### src/rtl/recon_iter_sequencer.sv
// recon_iter_sequencer
// ---------------------------------------------------------------------------
// Sequences the buffer passes of an iterative reconstruction run. The
// sequence is: one LOAD pass fed by the level generator, then ITER_NUM
// RUN/WAIT passes. In each RUN/WAIT pass the buffer is read toward the FIR
// driver and refilled from the hard limiter.
//
// Parameters
//   MAX_SAMPLES_IN_RAM  samples per buffer pass (1..255)
//   ITER_NUM            iterations per run (1..31)
//   TIMEOUT_CYCLES      watchdog limit (1..65535). Used only when the
//                       ITER_SEQ_TIMEOUT_EN macro is defined.
//
// Optional feature macro: ITER_SEQ_TIMEOUT_EN
//   When defined, a 16-bit stall watchdog is built. The watchdog sets the
//   sticky error flag and cancels the run like an abort. When undefined,
//   error is constant 0 and a stalled source holds the FSM indefinitely.
//
// Ports
//   clock          in   rising-edge system clock
//   reset          in   synchronous, active-high
//   start          in   single-cycle run request (honoured only in IDLE)
//   abort          in   single-cycle cancel; beats start and all counter events
//   lvl_gen_valid  in   level-generator sample beat (counted in LOAD)
//   limiter_valid  in   hard-limiter sample beat (counted in RUN/WAIT)
//   iter_num       out  current iteration index
//   input_mux      out  buffer write source: 0 = level generator, 1 = limiter
//   input_enable   out  buffer write enable
//   output_enable  out  buffer read/advance enable
//   busy           out  high whenever the FSM is not in IDLE
//   done           out  one-cycle pulse on run completion
//   error          out  sticky watchdog flag
//   state_dbg      out  current FSM state, for observation only
//
// Handshake: every input is a level sampled on the rising edge. A beat is a
// cycle with its valid high; there is no back-pressure. All outputs are
// registered from the next-state values, so they change on the same edge as
// the state or counter event that causes them.
// ---------------------------------------------------------------------------
module recon_iter_sequencer #(
  parameter int MAX_SAMPLES_IN_RAM = 255,
  parameter int ITER_NUM           = 1,
  parameter int TIMEOUT_CYCLES     = 1023
) (
  input  logic       clock,
  input  logic       reset,
  input  logic       start,
  input  logic       abort,
  input  logic       lvl_gen_valid,
  input  logic       limiter_valid,
  output logic [4:0] iter_num,
  output logic       input_mux,
  output logic       input_enable,
  output logic       output_enable,
  output logic       busy,
  output logic       done,
  output logic       error,
  output logic [2:0] state_dbg
);

  if (MAX_SAMPLES_IN_RAM < 1 || MAX_SAMPLES_IN_RAM > 255 || ITER_NUM < 1 ||
      ITER_NUM > 31 || TIMEOUT_CYCLES < 1 || TIMEOUT_CYCLES > 65535) begin : g_bad_cfg
    $error("recon_iter_sequencer: parameter out of legal range");
  end

  localparam logic [2:0] S_IDLE = 3'd0;
  localparam logic [2:0] S_LOAD = 3'd1;
  localparam logic [2:0] S_RUN  = 3'd2;
  localparam logic [2:0] S_WAIT = 3'd3;
  localparam logic [2:0] S_DONE = 3'd4;

  localparam logic [7:0] MAX_CNT   = 8'(MAX_SAMPLES_IN_RAM);
  localparam logic [4:0] LAST_ITER = 5'(ITER_NUM - 1);

  logic [2:0] state, state_nxt;
  logic [7:0] wr_cnt, wr_cnt_nxt;
  logic [7:0] rd_cnt, rd_cnt_nxt;
  logic [4:0] iter_nxt;
  logic       active_beat;
  logic [7:0] wr_inc;
  logic       kill;

  // The write source that matters depends on the phase: LOAD takes
  // level-generator beats, RUN and WAIT take limiter beats.
  assign active_beat = (state == S_LOAD) ? lvl_gen_valid : limiter_valid;
  // The write count saturates at MAX_CNT, so late beats are dropped and
  // the counter never wraps.
  assign wr_inc = (active_beat && wr_cnt != MAX_CNT) ? wr_cnt + 8'd1 : wr_cnt;

  assign state_dbg = state;

  always_comb begin
    state_nxt  = state;
    wr_cnt_nxt = wr_cnt;
    rd_cnt_nxt = rd_cnt;
    iter_nxt   = iter_num;
    case (state)
      S_IDLE: begin
        if (start) state_nxt = S_LOAD;
      end
      S_LOAD: begin
        if (wr_inc == MAX_CNT) begin
          state_nxt  = S_RUN;
          wr_cnt_nxt = 8'd0;
          rd_cnt_nxt = 8'd0;
        end else begin
          wr_cnt_nxt = wr_inc;
        end
      end
      S_RUN: begin
        wr_cnt_nxt = wr_inc;
        rd_cnt_nxt = rd_cnt + 8'd1;
        if (rd_cnt + 8'd1 == MAX_CNT) state_nxt = S_WAIT;
      end
      S_WAIT: begin
        // If the writes already finished during RUN, this triggers on
        // the first WAIT cycle.
        if (wr_inc == MAX_CNT) begin
          wr_cnt_nxt = 8'd0;
          rd_cnt_nxt = 8'd0;
          if (iter_num == LAST_ITER) begin
            state_nxt = S_DONE;
          end else begin
            state_nxt = S_RUN;
            iter_nxt  = iter_num + 5'd1;
          end
        end else begin
          wr_cnt_nxt = wr_inc;
        end
      end
      S_DONE: begin
        state_nxt  = S_IDLE;
        iter_nxt   = 5'd0;
        wr_cnt_nxt = 8'd0;
        rd_cnt_nxt = 8'd0;
      end
      default: begin
        state_nxt  = S_IDLE;
        iter_nxt   = 5'd0;
        wr_cnt_nxt = 8'd0;
        rd_cnt_nxt = 8'd0;
      end
    endcase
    if (kill) begin
      state_nxt  = S_IDLE;
      wr_cnt_nxt = 8'd0;
      rd_cnt_nxt = 8'd0;
      iter_nxt   = 5'd0;
    end
  end

  always_ff @(posedge clock) begin
    if (reset) begin
      state         <= S_IDLE;
      wr_cnt        <= 8'd0;
      rd_cnt        <= 8'd0;
      iter_num      <= 5'd0;
      input_mux     <= 1'b0;
      input_enable  <= 1'b0;
      output_enable <= 1'b0;
      busy          <= 1'b0;
      done          <= 1'b0;
    end else begin
      state         <= state_nxt;
      wr_cnt        <= wr_cnt_nxt;
      rd_cnt        <= rd_cnt_nxt;
      iter_num      <= iter_nxt;
      input_mux     <= (state_nxt == S_RUN) || (state_nxt == S_WAIT);
      input_enable  <= (state_nxt == S_LOAD) || (state_nxt == S_RUN) ||
                       (state_nxt == S_WAIT);
      output_enable <= (state_nxt == S_RUN);
      busy          <= (state_nxt != S_IDLE);
      done          <= (state_nxt == S_DONE);
    end
  end

`ifdef ITER_SEQ_TIMEOUT_EN
  logic        in_active;
  logic [15:0] wd_cnt;
  logic        wd_fire;

  assign in_active = (state == S_LOAD) || (state == S_RUN) || (state == S_WAIT);
  // The watchdog fires on the stalled cycle that would bring the count
  // up to TIMEOUT_CYCLES.
  assign wd_fire = in_active && !active_beat &&
                   (wd_cnt == 16'(TIMEOUT_CYCLES - 1));
  assign kill    = abort | wd_fire;

  always_ff @(posedge clock) begin
    if (reset) begin
      wd_cnt <= 16'd0;
      error  <= 1'b0;
    end else begin
      if (in_active && !active_beat && !abort && !wd_fire) wd_cnt <= wd_cnt + 16'd1;
      else wd_cnt <= 16'd0;
      if (wd_fire) error <= 1'b1;
      else if (state == S_IDLE && start && !abort) error <= 1'b0;
    end
  end
`else
  assign kill  = abort;
  assign error = 1'b0;
`endif

endmodule

### config.mk
export PLATFORM = sky130hd
export DESIGN_NAME = recon_iter_sequencer
export DESIGN_NICKNAME = d
export VERILOG_FILES = /design/src/rtl/recon_iter_sequencer.sv
export SDC_FILE = /design/constraint.sdc
export NUM_CORES = 1
export LEC_CHECK = 0
export CAP_MARGIN = 40
export CORE_ASPECT_RATIO = 0.7
export CORE_MARGIN = 2
export CORE_UTILIZATION = 51
export CTS_CLUSTER_SIZE = 20
export DETAILED_ROUTE_END_ITERATION = 8
export PLACE_DENSITY = 0.76
export SETUP_SLACK_MARGIN = 0.2
export SYNTH_ARGS = -nofsm -noshare
export SYNTH_HDL_FRONTEND = slang
export SYNTH_SLANG_ARGS = --single-unit
### constraint.sdc
create_clock -name clock -period 3.35 [get_ports clock]
set_input_delay 1.005 -clock clock [delete_from_list [all_inputs] [get_ports clock]]
set_output_delay 1.005 -clock clock [all_outputs]
set_load 0.05 [all_outputs]
* Yosys cells after proc, flatten, opt, wreduce, memory -nomap -nowiden
Cells that the tools add are included.
** Storage, ports and cells
- Logic and storage cells :: 55
- Bits of input ports :: 6
- Register bits :: 29
- Output and inout port bits :: 14
** Cells by class
- Bitwise gates (word level) :: 2
- Reductions and logical operators :: 12
- $add $sub $neg :: 3
- Mux-type cells :: 16
- Equal/unequal tests :: 13
** Operators with widths (count)
- $pmux W8 S3 :: 2
- $mux W8 :: 3
- $mux W3 :: 6
- $add A8 B1 Y8 const B :: 2
- $eq A8 B8 Y1 const B :: 2
- $eq A3 B2 Y1 const B :: 4
- $pmux W3 S4 :: 1
- $mux W5 :: 2
- $pmux W5 S2 :: 1
- $ne A8 B8 Y1 const B :: 1
- $eq A3 B1 Y1 const B :: 2
- $add A5 B1 Y5 const B :: 1
- $logic_not A5 Y1 :: 1
- $ne A2 B2 Y1 const B :: 2
- $reduce_or A2 Y1 :: 2
- $eq A3 B3 Y1 const B :: 1
- $logic_not A3 Y1 :: 1
- $logic_or A1 B1 Y1 :: 3
- $reduce_and A3 Y1 :: 1
- $reduce_bool A3 Y1 :: 1
- $reduce_or A3 Y1 :: 1
- $ne A2 B1 Y1 const B :: 1
- $not A1 Y1 :: 2
- $reduce_and A2 Y1 :: 1
- 2 further kinds :: 2

* Logic depth before layout (Yosys ltp)
Gate-level depths: netlist of run 1.
- Depth after elaboration :: 11
- Depth in mapped cells :: 9
- Gate-level depth less buffers :: 8

* Worst setup path after synthesis of run 1
OpenSTA, ideal clock, no wires.
- Path kind :: input port to flip-flop
- Start point :: in lvl_gen_valid
- End point :: reg iter_num[1]
- Data arrival time :: 2929 ps
- Path slack :: 357 ps
- Path buffers :: 1
- Stages on the path :: 8
- Cell sequence :: nand4bb_4 -> o21a_1 -> buf_6 -> o32a_1 -> a211o_1 -> nor4_2 -> mux2_2 -> nor2_1
** Between the ends
- Word-level cells in the longest chain between the ends :: 6
** Ends and longest elaborated chain
- from (decl) :: line 49 : input logic lvl_gen_valid,
- $mux W1 :: line 85 : assign active_beat = (state == S_LOAD) ? lvl_gen_valid : limiter_valid;
- $logic_and A1 B1 Y1 :: line 88 : assign wr_inc = (active_beat && wr_cnt != MAX_CNT) ? wr_cnt + 8'd1 : wr_cnt;
- $mux W8 :: line 88
- $eq A8 B8 Y1 :: line 118 : if (wr_inc == MAX_CNT) begin
- $ne A2 B2 Y1 (no source line)
- $reduce_and A3 Y1 (no source line)
- to (signal assigned) :: line 167 : iter_num <= iter_nxt;
- to (decl) :: line 51 : output logic [4:0] iter_num,
Every way passes these cells.
A chain may end at the register's enable or synchronous reset.

* Final worst setup path of run 1
- Start point :: reg state[1] (netlist: state_dbg[1])
- End point :: reg iter_num[3]
** Between the ends
- Word-level cells in the longest chain between the ends :: 7
- Elaborated cells on any way between the ends :: 14
- Those cells by class :: eq/ne: 6; mux: 3; bitwise: 1; reduce/logical: 4
** Ends and longest elaborated chain
- from (decl) :: line 75 : logic [2:0] state, state_nxt;
- from (signal assigned) :: line 164 : state <= state_nxt;
- $eq A3 B1 Y1 :: line 85, 97
- $mux W1 :: line 85
- $logic_and A1 B1 Y1 :: line 88
- $mux W8 :: line 88
- $eq A8 B8 Y1 :: line 118
- $ne A2 B2 Y1 (no source line)
- $reduce_and A3 Y1 (no source line)
Parallel ways exist; a longest one is shown, timed or not.

==> summary by stage, run 1 <==
Run status
The flow ran to the end, and the final reports show no timing, DRC or antenna violations.

STA
Setup violations remaining at the end of the flow were counted as 0. Of the available clock period, the critical path in the final layout requires approximately 89%. Counting I/O delays and the setup requirement, the final critical path takes between 2 and 3 ns.

At the pin with the least slew margin, the transition time is between 0.8 and 0.9 ns. The final worst slack is between 0.3 and 0.4 ns. The tightest hold path in the finished design has a slack of ~0.47 ns. The upper clock frequency limit is 0.336 GHz. The worst max-slew margin expressed relative to the limit is a little over two fifths. The number of max-slew violations in the final report came to 0. Setup repair after global routing left no endpoint under its margin.

The total count of hold-check failures in the final report is 0. Between clock sinks in the finished design, the worst skew comes to roughly 0.0064 ns.

Synthesis
The most instantiated flip-flop cell in the synthesis netlist is sky130_fd_sc_hd__dfxtp_1. The number of flip-flops and latches in the synthesized netlist is 29. The warning count from the yosys run is 0. The fraction of registers with async set or reset after synthesis is 0%. The post-synthesis cell type count is between 50 and 60.

The cell taking the most area after synthesis is sky130_fd_sc_hd__dfxtp_1. The synthesized netlist occupies a cell area of between 1500 and 2000 µm². Of the post-synthesis cell area, the dominant cell type holds roughly 34%. The sequential element share of the synthesized area is 33.8%. In the post-synthesis netlist, the biggest area contributors are sky130_fd_sc_hd__dfxtp_1 34%, sky130_fd_sc_hd__nor2_1 4.8%, sky130_fd_sc_hd__nand2_1 4.4%. Synthesis produced a netlist whose cell count is 208.

The synthesized design contains 0 enable-type register cells. The average cell area after synthesis is about 8 µm². The post-synth net total is approximately 220.

Power and ir drop
The peak supply drop is between 200 and 300 µV. The switching share of total power is about 22%. The internal power summed over all cells is between 600 and 700 µW. For this design the ratio of total power to cell area is 345 nW/µm². The clock network burns between 40% and 50% of the power. Of the total power, registers draw between 40 and 50%.

Summed over all nets, the switching power comes to roughly 170 µW. The analysis attributes to cell leakage a power of roughly 0.8 nW. The fraction of power consumed by combinational cells is 7.1%.

Clock network
Clock-pin slew was measured on the worst setup and hold paths at about 0.070 ns. The number of clock sinks is 29. The clock tree buffer depth is 2. The hold buffer count at CTS is 0. TritonCTS built the clock tree.

In this run the clock root is driven by a sky130_fd_sc_hd__clkbuf_8. The clock latency at the later pin of the worst-skew pair is 0.28 ns. The number of clock buffers inserted by TritonCTS is 5. The CTS H-tree depth is 2.

Worst setup path
On the critical path, the stage with the largest delay is an instance of sky130_fd_sc_hd__nor3b_1. STA classifies the critical path endpoint as a flip-flop. The signal on the critical path passes through nor3b_1 > o21a_4 > mux2_2 > buf_4 > a211oi_4 > nand3_2 > or4_4 > a21oi_2. The largest stage delay on the critical path is 0.63 ns. The critical path class is flip-flop to flip-flop.

Of all nets on the critical path, the largest fanout is 13. The critical path required time is roughly 3.6 ns. The startpoint identified for the worst register-to-register timing path is state_dbg[1]. The capture instance of the worst register-to-register path is iter_num[3]. The data arrival time of the worst path is approximately 3.2 ns. The setup slack on the worst flop-to-flop path is around 0.38 ns. The depth of the most critical reg-to-reg path is 8. STA classifies the critical path startpoint as a flip-flop.

Die
20 I/O pins were placed. The floorplan die width is between 70 and 80 µm. The die covers just under 4000 µm². The core box area is 3190 µm². The initial core utilization is approximately 54%. The row count is 17. The vertical die dimension is 52.5 µm.

Final layout
The most common cell after layout, fill and taps aside is sky130_fd_sc_hd__dfxtp_1. In the final layout, the share of cells above drive strength 1 is roughly 22%. The area growth from synthesis to layout is 32.5%. 0 antenna diodes ended up in the layout. The area used by multi-input combinational logic is roughly 1100 µm². Across the whole layout, storage elements account for about 580 µm². The final cell count without fillers is between 200 and 300. The layout net count is about 260. Once layout is complete, the utilization of the core stands at a little under three quarters. The filler cells instantiated in the layout total approximately 250. In the layout the commonest cells are 29 x sky130_fd_sc_hd__dfxtp_1, 21 x sky130_fd_sc_hd__nor2_1, 21 x sky130_fd_sc_hd__buf_4.

Routing
The vias after detailed routing is 1,782. The violation count after the first detailed-routing iteration is 182. The via density per instance is roughly 6.2. For this run, the detailed router's first-pass iteration total came to 5. The remaining number of nets flagged by the antenna check after routing is 0. The overall routed net length is between 4000 and 5000 µm. The detail-routed net length per standard cell is ~16 µm. The count of unresolved DRC violations after routing is 0.

Global route
The number of antenna violations at the first check in global routing is 0. The aggregate global routing overflow is 0. The maximum number of pins on one net before global-route repair is 14. The first global-routing pass estimated about 7500 µm of wire.

The overall routing resource usage is between 20% and 30%. The number of global-route vias before repair is approximately 1.6k.

Placed design
The detailed placer's ending HPWL is about 3400 µm. The count of buffers added on input and output ports is 18. The worst slack at placement is -0.155 ns. The placed cell count is 278. The congestion estimate from routability-driven global placement came to around 0.96.

Run
The max-cap check violation count is 0.

Worst hold path
For hold timing, the worst endpoint is rd_cnt[7]. The min-delay analysis places its worst path in the category flip-flop to flip-flop. The cell depth of the worst min-delay path is 2.

The worst hold path begins at rd_cnt[7].
-- metal layers --
metal	vias up	wire length [µm]	share of wire, %	global-route usage, %
met5	-	0	0	0
met4	0	132	2.8	10.6
met3	18	382	8.1	6.54
met2	98	1950	41	39.5
met1	824	2250	48	36.4
li1	842	-	-	-
-- timing repair --
| action | in CTS | in global routing |
|---|---|---|
| resized for setup | 7 | 13 |
| buffers inserted | 0 | 0 |
| pin swaps | 3 | 3 |
| setup endpoints to repair | 6 | 19 |
-- synth_stat cells (all sizes together) (2+ instances only) --
| cell type | instances |
|---|---|
| dfxtp | 29 |
| nor2 | 22 |
| nand2 | 20 |
| inv | 11 |
| a21oi | 10 |
| o21ai | 10 |
| nand3 | 9 |
| nand4 | 7 |
| nor3 | 6 |
| nor4 | 6 |
| ha | 5 |
| a211oi | 4 |
| a31oi | 4 |
| buf | 4 |
| o31ai | 4 |
| or2 | 4 |
| a22oi | 3 |
| and3 | 3 |
| clkbuf | 3 |
| nand2b | 3 |
| nand3b | 3 |
| xnor2 | 3 |
| xor2 | 3 |
| a211o | 2 |
| mux2 | 2 |
| mux2i | 2 |
| nor3b | 2 |
| o21a | 2 |
| or3 | 2 |
-- worst max-delay path: cells and delay by family, from the launching register on --
kind,cells,cell delay [ns]
AND/OR/NAND/NOR,3,1.30
multiplexers,1,0.36
buffers and inverters,1,0.15
AO/OA/AOI/OAI,3,0.64
flip-flops,1,0.46
-- worst max-delay path by stage --
stage,start,endpoint,slack [ns],cells past startpoint
6_report,state_dbg[1],iter_num[3],0.38,8
2_1_floorplan,lvl_gen_valid,iter_num[1],0.36,8
3_5_place_dp,limiter_valid,iter_num[3],-0.16,8
5_1_grt,state_dbg[1],iter_num[3],0.25,8
4_1_cts,lvl_gen_valid,wr_cnt[2],0.20,11
3_3_place_gp,lvl_gen_valid,iter_num[3],-0.09,8
-- power groups by stage --
stage | combinational [mW] | sequential (mW) | clock, mW
2_1_floorplan | 0.0248 | 0.362 | 0
6_report | 0.0556 | 0.348 | 0.381
5_1_grt | 0.0585 | 0.348 | 0.393
3_3_place_gp | 0.0507 | 0.355 | 0
3_5_place_dp | 0.0514 | 0.355 | 0
4_1_cts | 0.0521 | 0.348 | 0.388
-- cell families after synthesis --
| logic type | Yosys count | share of synthesized area, % |
|---|---|---|
| other | 1 | 0.219 |
| flip-flops | 29 | 33.8 |
| buffers and inverters | 18 | 4.74 |
| adder cells (fa/ha/maj) | 5 | 3.65 |
| XOR/XNOR | 6 | 3.06 |
| AO/OA/AOI/OAI | 50 | 21.2 |
| multiplexers | 4 | 2.48 |
| AND/OR/NAND/NOR | 95 | 30.8 |
-- sequential cells by signal, indices dropped and copies added (netlist names) --
name and count:
busy 1, done 1, input_enable 1, input_mux 1
iter_num 5, output_enable 1, rd_cnt 8, state_dbg 3
wr_cnt 8
-- through the flow --
step / power, mW / setup TNS (ns) / cell area [µm²]
final: 0.784 / 0 / 2270
after detailed placement: 0.407 / -1.07 / 2060
after floorplan: 0.387 / 0 / 1720
after global routing: 0.799 / 0 / 2270
after CTS: 0.787 / 0 / 2230
after global placement: 0.406 / -0.466 / 2060
-- area by class of cell --
class,instances,area share (%)
clock buffers,6,3.63
clock inverters,2,1.65
inverters,11,1.82
multi-input cells,161,50.2
flip-flops and latches,29,25.6
well taps,38,2.09
repair buffers,39,15.1
Note: power is estimated with default switching activity, not from simulation.
==> run 2, diff against run 1 <==
- GPL_TIMING_DRIVEN: not set -> 0
==> run 2 against run 1 <==
Net effect: critical path depth increased by 1; clock-buffer cell count rose by 1; die area stayed put; combinational power is 8.3% lower; cell count fell by 3.5%; power down 8.5%; critical path type is now input port to flip-flop; critical endpoint unchanged; largest cell class unchanged.
==> summary by stage, run 2 (synthesis results as in run 1) <==
Worst setup path
Traced cell by cell, the critical path runs through dlygate4sd2_1 > nand4bb_4 > o21a_1 > buf_6 > or3_4 > a211oi_4 > nand3_4 > or4_4 > a21oi_2. The worst setup path is of the input port to flip-flop kind. The largest stage delay on the critical path was 0.53 ns (-0.10 ns). The data arrival time of the worst path is 3.16 ns (-0.03 ns). The critical path depth in cells is 9 (+1). The critical path buffer and inverter count is 2 (+1). The kind of cell with the highest combined delay along the critical path is simple AND/OR/NAND/NOR gates. The type of element capturing the critical path is a flip-flop. The worst setup path is launched from an input port. The maximum fanout count along the critical path is 9 (-4). The depth of the most critical reg-to-reg path is 9 (+1). The critical path required time is 3.56 ns (about the same). The critical path's slowest cell is sky130_fd_sc_hd__or4_4.

Final layout
The utilization of the core after routing is 68.2% (-3.0 points). Compared with the post-synthesis result, the final layout area differs by 26.9%. Leaving out fill and tap cells, the most frequent cell in the layout is sky130_fd_sc_hd__dfxtp_1. The top cell types in the final layout, fill and taps aside, are 29 x sky130_fd_sc_hd__dfxtp_1, 22 x sky130_fd_sc_hd__nor2_1, 20 x sky130_fd_sc_hd__nand2_1. The layout net count is 248 (-3.9%). The final cell count without fillers is 276 (-3.5%). The share of post-route cells with drive strength above 1 is 16.0% (-6.2 points). The largest registers in the layout are rd_cnt: 8 flops, wr_cnt: 8 flops, iter_num: 5 flops. The finished layout cell area came to 2180 µm² (-4.2%). The total inserted antenna cells came to 0 (unchanged).

Placed design
The weighted congestion reported at the end of routability-driven placement is 0.840 (-13%). The instance area at placement is 1940 µm² (-5.7%). The placed cell count is 264 (-5.0%). The total of buffers placed on input and output ports is 18 (unchanged). The detailed placer's ending HPWL is 3020 µm (-10%).

The worst slack at placement is -0.340 ns (-0.185 ns).

Run status
The flow ran to the end, and the final reports show no timing, DRC or antenna violations.

Routing
The detailed-routing iteration count for the pre-antenna-repair pass came to 4 (-1). The remaining number of nets flagged by the antenna check after routing is 0 (unchanged). The count of unresolved DRC violations after routing is 0 (unchanged).

The vias after detailed routing came to 1,638 (-8.1%). The detail-routed net length per standard cell is 15.8 µm (-4.4%). The overall routed net length came to 4350 µm (-7.7%). The via density per instance is 5.93 (-4.8%). The violation count after the first detailed-routing iteration is 123 (-32%).

Power and ir drop
The leakage dissipation is 0.737 nW (-8.2%). The total power after layout was 717 µW (-8.5%). The ratio of total power to cell area came to 330 nW/µm² (-4.5%).

The peak supply drop is 250 µV (-12%).

Die
The row count is 17 (unchanged). The vertical die dimension came to 52.5 µm (unchanged). The core box area is 3190 µm² (unchanged). The initial core utilization came to 53.8% (unchanged). The die outline area came to 3850 µm² (unchanged). The floorplan die width is 73.3 µm (unchanged). The I/O pin count is 20 (unchanged).

STA
The number of setup violations in the final report was 0 (unchanged). The transition time at the pin with the least slew margin is 0.730 ns (-0.118 ns). The final worst slack is 0.395 ns (+0.0173 ns). The clock skew is 0.00659 ns (+0.000231 ns). The upper clock frequency limit was 0.338 GHz (+0.59%). The final clock period utilization by the worst path is 88.2% (-0.52 points). The total count of hold-check failures in the final report is 0 (unchanged). The number of max-slew violations in the final report is 0 (unchanged). The worst hold margin was 0.477 ns (+0.00394 ns). The worst max-slew margin expressed relative to the limit is 51.0% (+8.3 points). The time the worst path needs with I/O delays and setup is 2.95 ns (-0.0173 ns). The total negative slack for setup checks came to 0 ns (unchanged). Setup repair after global routing left no endpoint under its margin.

Global route
The maximum number of pins on one net before global-route repair is 11 (-3). The aggregate global routing overflow came to 0 (unchanged). The overall routing resource usage came to 25.1% (-1.3 points). The wire length of the first global-routing pass is 7190 µm (-4.8%).

The number of antenna violations at the first check in global routing is 0 (unchanged). The number of global-route vias before repair was 1,456 (-8.9%).

Clock network
The hold buffer count at CTS is 0 (unchanged). The clock tree buffer depth is 2 (unchanged). The number of clock sinks is 29 (unchanged).

The number of clock buffers inserted by TritonCTS is 5 (unchanged). The clock latency at the later pin of the worst-skew pair came to 0.28 ns (about the same). The CTS H-tree depth is 2 (unchanged). The clock-pin transition on the worst setup and hold timing paths is 0.07 ns (about the same).

The clock tree from TritonCTS is built. The buffer type at the clock tree root is sky130_fd_sc_hd__clkbuf_8.

Run
The max-cap check violation count is 0 (unchanged).

Worst hold path
The worst hold path belongs to the class flip-flop to flip-flop. The cell depth of the worst min-delay path was 2 (unchanged).
run 2: power by group:
| group | internal, mW | switching (mW) |
|---|---|---|
| sequential | 0.347 | 0.00161 |
| combinational | 0.0185 | 0.0325 |
| clock | 0.185 | 0.133 |
run 2: per-layer routing:
| metal | track usage (%) | part of all wire, % | vias up |
|---|---|---|---|
| met5 | 0 | 0 | - |
| met4 | 6.67 | 1.6 | 0 |
| met3 | 7.12 | 9.7 | 6 |
| met2 | 34.1 | 41 | 75 |
| met1 | 38.1 | 48 | 734 |
| li1 | - | - | 823 |
run 2: path summary, 6_finish.rpt:
check,startpoint,end,slack (ns)
hold reg to reg,rd_cnt[7],rd_cnt[7],0.48
hold / removal,rd_cnt[7],rd_cnt[7],0.48
setup reg to reg,wr_cnt[0],iter_num[3],0.45
setup / recovery,lvl_gen_valid,iter_num[3],0.40
run 2: what timing repair did:
item,4_1_cts,5_1_grt
setup endpoints to repair,16,17
buffers inserted,3,1
gates cloned,0,0
resized for setup,14,5
pin swaps,9,4
run 2: tightest hold or removal path, stage by stage, from the launching register on:
cell,delay [ns]
sky130_fd_sc_hd__dfxtp_1,0.32
sky130_fd_sc_hd__nand2_1,0.05
sky130_fd_sc_hd__a21oi_1,0.05
run 2: cell type report:
class / instances / area [µm²]
Multi-Input combinational cell: 161 / 1150
Fill cell: 270 / 1010
Sequential cell: 29 / 581
Timing Repair Buffer: 22 / 211
Clock buffer: 7 / 96.3
Tap cell: 38 / 47.5
Inverter: 11 / 41.3
Buffer: 7 / 40.0
Clock inverter: 1 / 5.00
==> run 3, diff against run 2 <==
--- a/config.mk
+++ b/config.mk
@@ -9,10 +9,11 @@
 export CORE_ASPECT_RATIO = 0.7
 export CORE_MARGIN = 2
-export CORE_UTILIZATION = 51
+export CORE_UTILIZATION = 35
 export CTS_CLUSTER_SIZE = 20
 export DETAILED_ROUTE_END_ITERATION = 8
 export GPL_TIMING_DRIVEN = 0
-export PLACE_DENSITY = 0.76
+export PLACE_DENSITY = 0.56
 export SETUP_SLACK_MARGIN = 0.2
+export SKIP_LAST_GASP = 1
 export SYNTH_ARGS = -nofsm -noshare
 export SYNTH_HDL_FRONTEND = slang
==> constraint.sdc (replaced) <==
create_clock -name clock -period 3.35 [get_ports clock]
set_input_delay 0.8375 -clock clock [delete_from_list [all_inputs] [get_ports clock]]
set_output_delay 0.8375 -clock clock [all_outputs]
set_load 0.05 [all_outputs]
==> run 3 against run 2 <==
Net effect: routed wire length down 5.5%; global-route usage down 9.0 points; sequential share of layout area is 0.077 points higher; combinational power fell by 3%; register-to-register slack improved by 0.07 ns; setup slack got worse by 0.14 ns; clock-buffer cell count unchanged; non-clock buffer count up 1; utilization is 23 points lower; sequential power barely moved; hold slack worse by 0.011 ns; power down 0.38%; largest cell class unchanged.
==> summary by stage, run 3 (synthesis results as in run 1) <==
Clock network
The clock-pin transition on the worst setup and hold timing paths was 0.06 ns (about the same). The number of clock buffers inserted by TritonCTS is 5 (unchanged). The CTS H-tree depth was 2 (unchanged). The hold buffer count at CTS is 0 (unchanged). The buffer type at the clock tree root is sky130_fd_sc_hd__clkbuf_8.

The number of clock sinks is 29 (unchanged). The clock tree buffer depth is 2 (unchanged). The clock tree from TritonCTS is built. The clock latency at the later pin of the worst-skew pair is 0.28 ns (about the same).

Worst setup path
The kind of launch point of the worst setup path is an input port. The critical path class is input port to flip-flop. The largest stage delay on the critical path is 0.48 ns (-0.05 ns). The maximum fanout count along the critical path is 9 (unchanged). The worst register-to-register path begins at wr_cnt[0].

The data arrival time of the worst path was 3.26 ns (+0.10 ns). The critical path required time was 3.52 ns (-0.04 ns). The type of element capturing the critical path is a flip-flop. The top cell family by delay on the critical path is compound AO/OA/AOI/OAI gates. The critical path buffer and inverter count is 3 (+1). The most critical setup path has its startpoint at limiter_valid. Traced cell by cell, the critical path runs through clkdlybuf4s50_1 > inv_1 > o21a_1 > buf_6 > o32a_1 > a211o_1 > o311a_1 > o2bb2ai_1 > and2_1. The critical path's slowest cell is sky130_fd_sc_hd__clkdlybuf4s50_1.

Routing
The violation count after the first detailed-routing iteration is 101 (-18%). The remaining number of nets flagged by the antenna check after routing came to 0 (unchanged). The detailed-routing iteration count for the pre-antenna-repair pass was 4 (unchanged). The overall routed net length is 4110 µm (-5.5%). The detail-routed net length per standard cell is 13.4 µm (-15%). The vias after detailed routing is 1,574 (-3.9%).

The count of unresolved DRC violations after routing is 0 (unchanged). The via density per instance is 5.11 (-14%).

Die
The I/O pin count is 20 (unchanged). The floorplan die width is 87.7 µm (+20%). The core box area is 4760 µm² (+49%). The row count is 21 (+4). The initial core utilization is 36.1% (-18 points). The vertical die dimension is 62.6 µm (+19%).

The die outline area is 5490 µm² (+42%).

STA
The time the worst path needs with I/O delays and setup is 3.09 ns (+0.135 ns). The worst max-slew margin expressed relative to the limit was 52.0% (+0.99 points). The transition time at the pin with the least slew margin is 0.715 ns (-0.0147 ns). The number of setup violations in the final report is 0 (unchanged). Setup repair after global routing left no endpoint under its margin. The clock skew is 0.00313 ns (-0.00346 ns).

The total count of hold-check failures in the final report was 0 (unchanged). The final worst slack is 0.260 ns (-0.135 ns). The total negative slack for setup checks was 0 ns (unchanged). The upper clock frequency limit was 0.324 GHz (-4.4%).

The number of max-slew violations in the final report is 0 (unchanged). The worst hold margin is 0.466 ns (-0.0108 ns). The final clock period utilization by the worst path is 92.2% (+4.0 points).

Power and ir drop
The peak supply drop is 174 µV (-30%). The leakage dissipation was 0.732 nW (-0.67%). The ratio of total power to cell area is 329 nW/µm² (about the same).

Placed design
The total of buffers placed on input and output ports is 18 (unchanged). The weighted congestion reported at the end of routability-driven placement is 0.836 (-0.43%). The worst slack at placement is -0.175 ns (+0.165 ns). The detailed placer's ending HPWL is 3080 µm (+2.2%).

The placed cell count is 295 (+12%).

Final layout
The layout net count is 249 (+0.40%). The total inserted antenna cells was 0 (unchanged). The share of post-route cells with drive strength above 1 is 13.8% (-2.2 points). The utilization of the core after routing was 45.6% (-23 points). The final cell count without fillers is 308 (+12%).

Leaving out fill and tap cells, the most frequent cells in the layout are 29 x sky130_fd_sc_hd__dfxtp_1, 22 x sky130_fd_sc_hd__nor2_1, 20 x sky130_fd_sc_hd__nand2_1. The most common cell after layout, fill and taps aside is sky130_fd_sc_hd__dfxtp_1. Compared with the post-synthesis result, the final layout area differs by 26.5%. The largest registers in the layout are rd_cnt: 8 flops, wr_cnt: 8 flops, iter_num: 5 flops.

Global route
The overall routing resource usage is 16.1% (-9.0 points). The wire length of the first global-routing pass came to 6840 µm (-4.8%). The maximum number of pins on one net before global-route repair is 11 (unchanged). The aggregate global routing overflow is 0 (unchanged). The number of global-route vias before repair was 1,372 (-5.8%). The number of antenna violations at the first check in global routing was 0 (unchanged).

Worst hold path
The worst min-delay path startpoint is rd_cnt[7]. The class of the worst hold path is flip-flop to flip-flop.

Run status
The flow ran to the end, and the final reports show no timing, DRC or antenna violations.

Run
The max-cap check violation count came to 0 (unchanged).
-- run 3: changes by cell type in the layout (fill, tap and decap cells not counted), moves of 2 or more --
cell                      before  now
sky130_fd_sc_hd__a211o_1       0    2
sky130_fd_sc_hd__a211o_4       2    0
sky130_fd_sc_hd__o21ai_0       8   10
sky130_fd_sc_hd__o21ai_1       2    0
-- run 3: metal layers --
layer / GRT usage [%] / routed length (µm)
met3: 5.02 / 248
met4: 4.81 / 38
met5: 0 / 0
met1: 26.3 / 2350
met2: 19.1 / 1480
-- run 3: cell type report --
type	count	area, µm²
Fill cell	463	2580
Clock inverter	1	5.00
Timing Repair Buffer	23	220
Sequential cell	29	581
Inverter	11	41.3
Buffer	7	40.0
Tap cell	69	86.3
Clock buffer	7	96.3
Multi-Input combinational cell	161	1100
-- run 3: report_power, final --
group	switching (mW)	internal (mW)	total, mW	leakage, nW
registers	0.00161	0.347	0.348	0.234
logic	0.0314	0.0181	0.0495	0.444
clock network	0.132	0.185	0.317	0.0542
-- run 3: worst paths after layout --
path                                     to  slack (ns)  cells after the start
worst max-delay path              rd_cnt[6]        0.26                      9
worst min-delay path              rd_cnt[7]        0.47                      2
worst max register to register  iter_num[4]        0.52                     10
worst min register to register    rd_cnt[7]        0.47                      2
-- run 3: stage by stage --
stage	power (mW)	area, µm²
3_5_place_dp	0.404	1980
5_1_grt	0.746	2170
2_1_floorplan	0.387	1720
4_1_cts	0.724	2100
3_3_place_gp	0.404	1980
6_report	0.715	2170
-- run 3: tightest hold or removal path, delay by kind of cell (launching register included) --
kind,cells,cell delay [ns]
compound gates,1,0.05
flops,1,0.31
simple gates,1,0.05
-- run 3: repair_timing --
item                                    4_1_cts  5_1_grt
endpoints found under the setup margin        2       14
gates cloned                                  0        0
resized for setup                             2        6
setup buffers                                 0        5
pin swaps                                     1        5
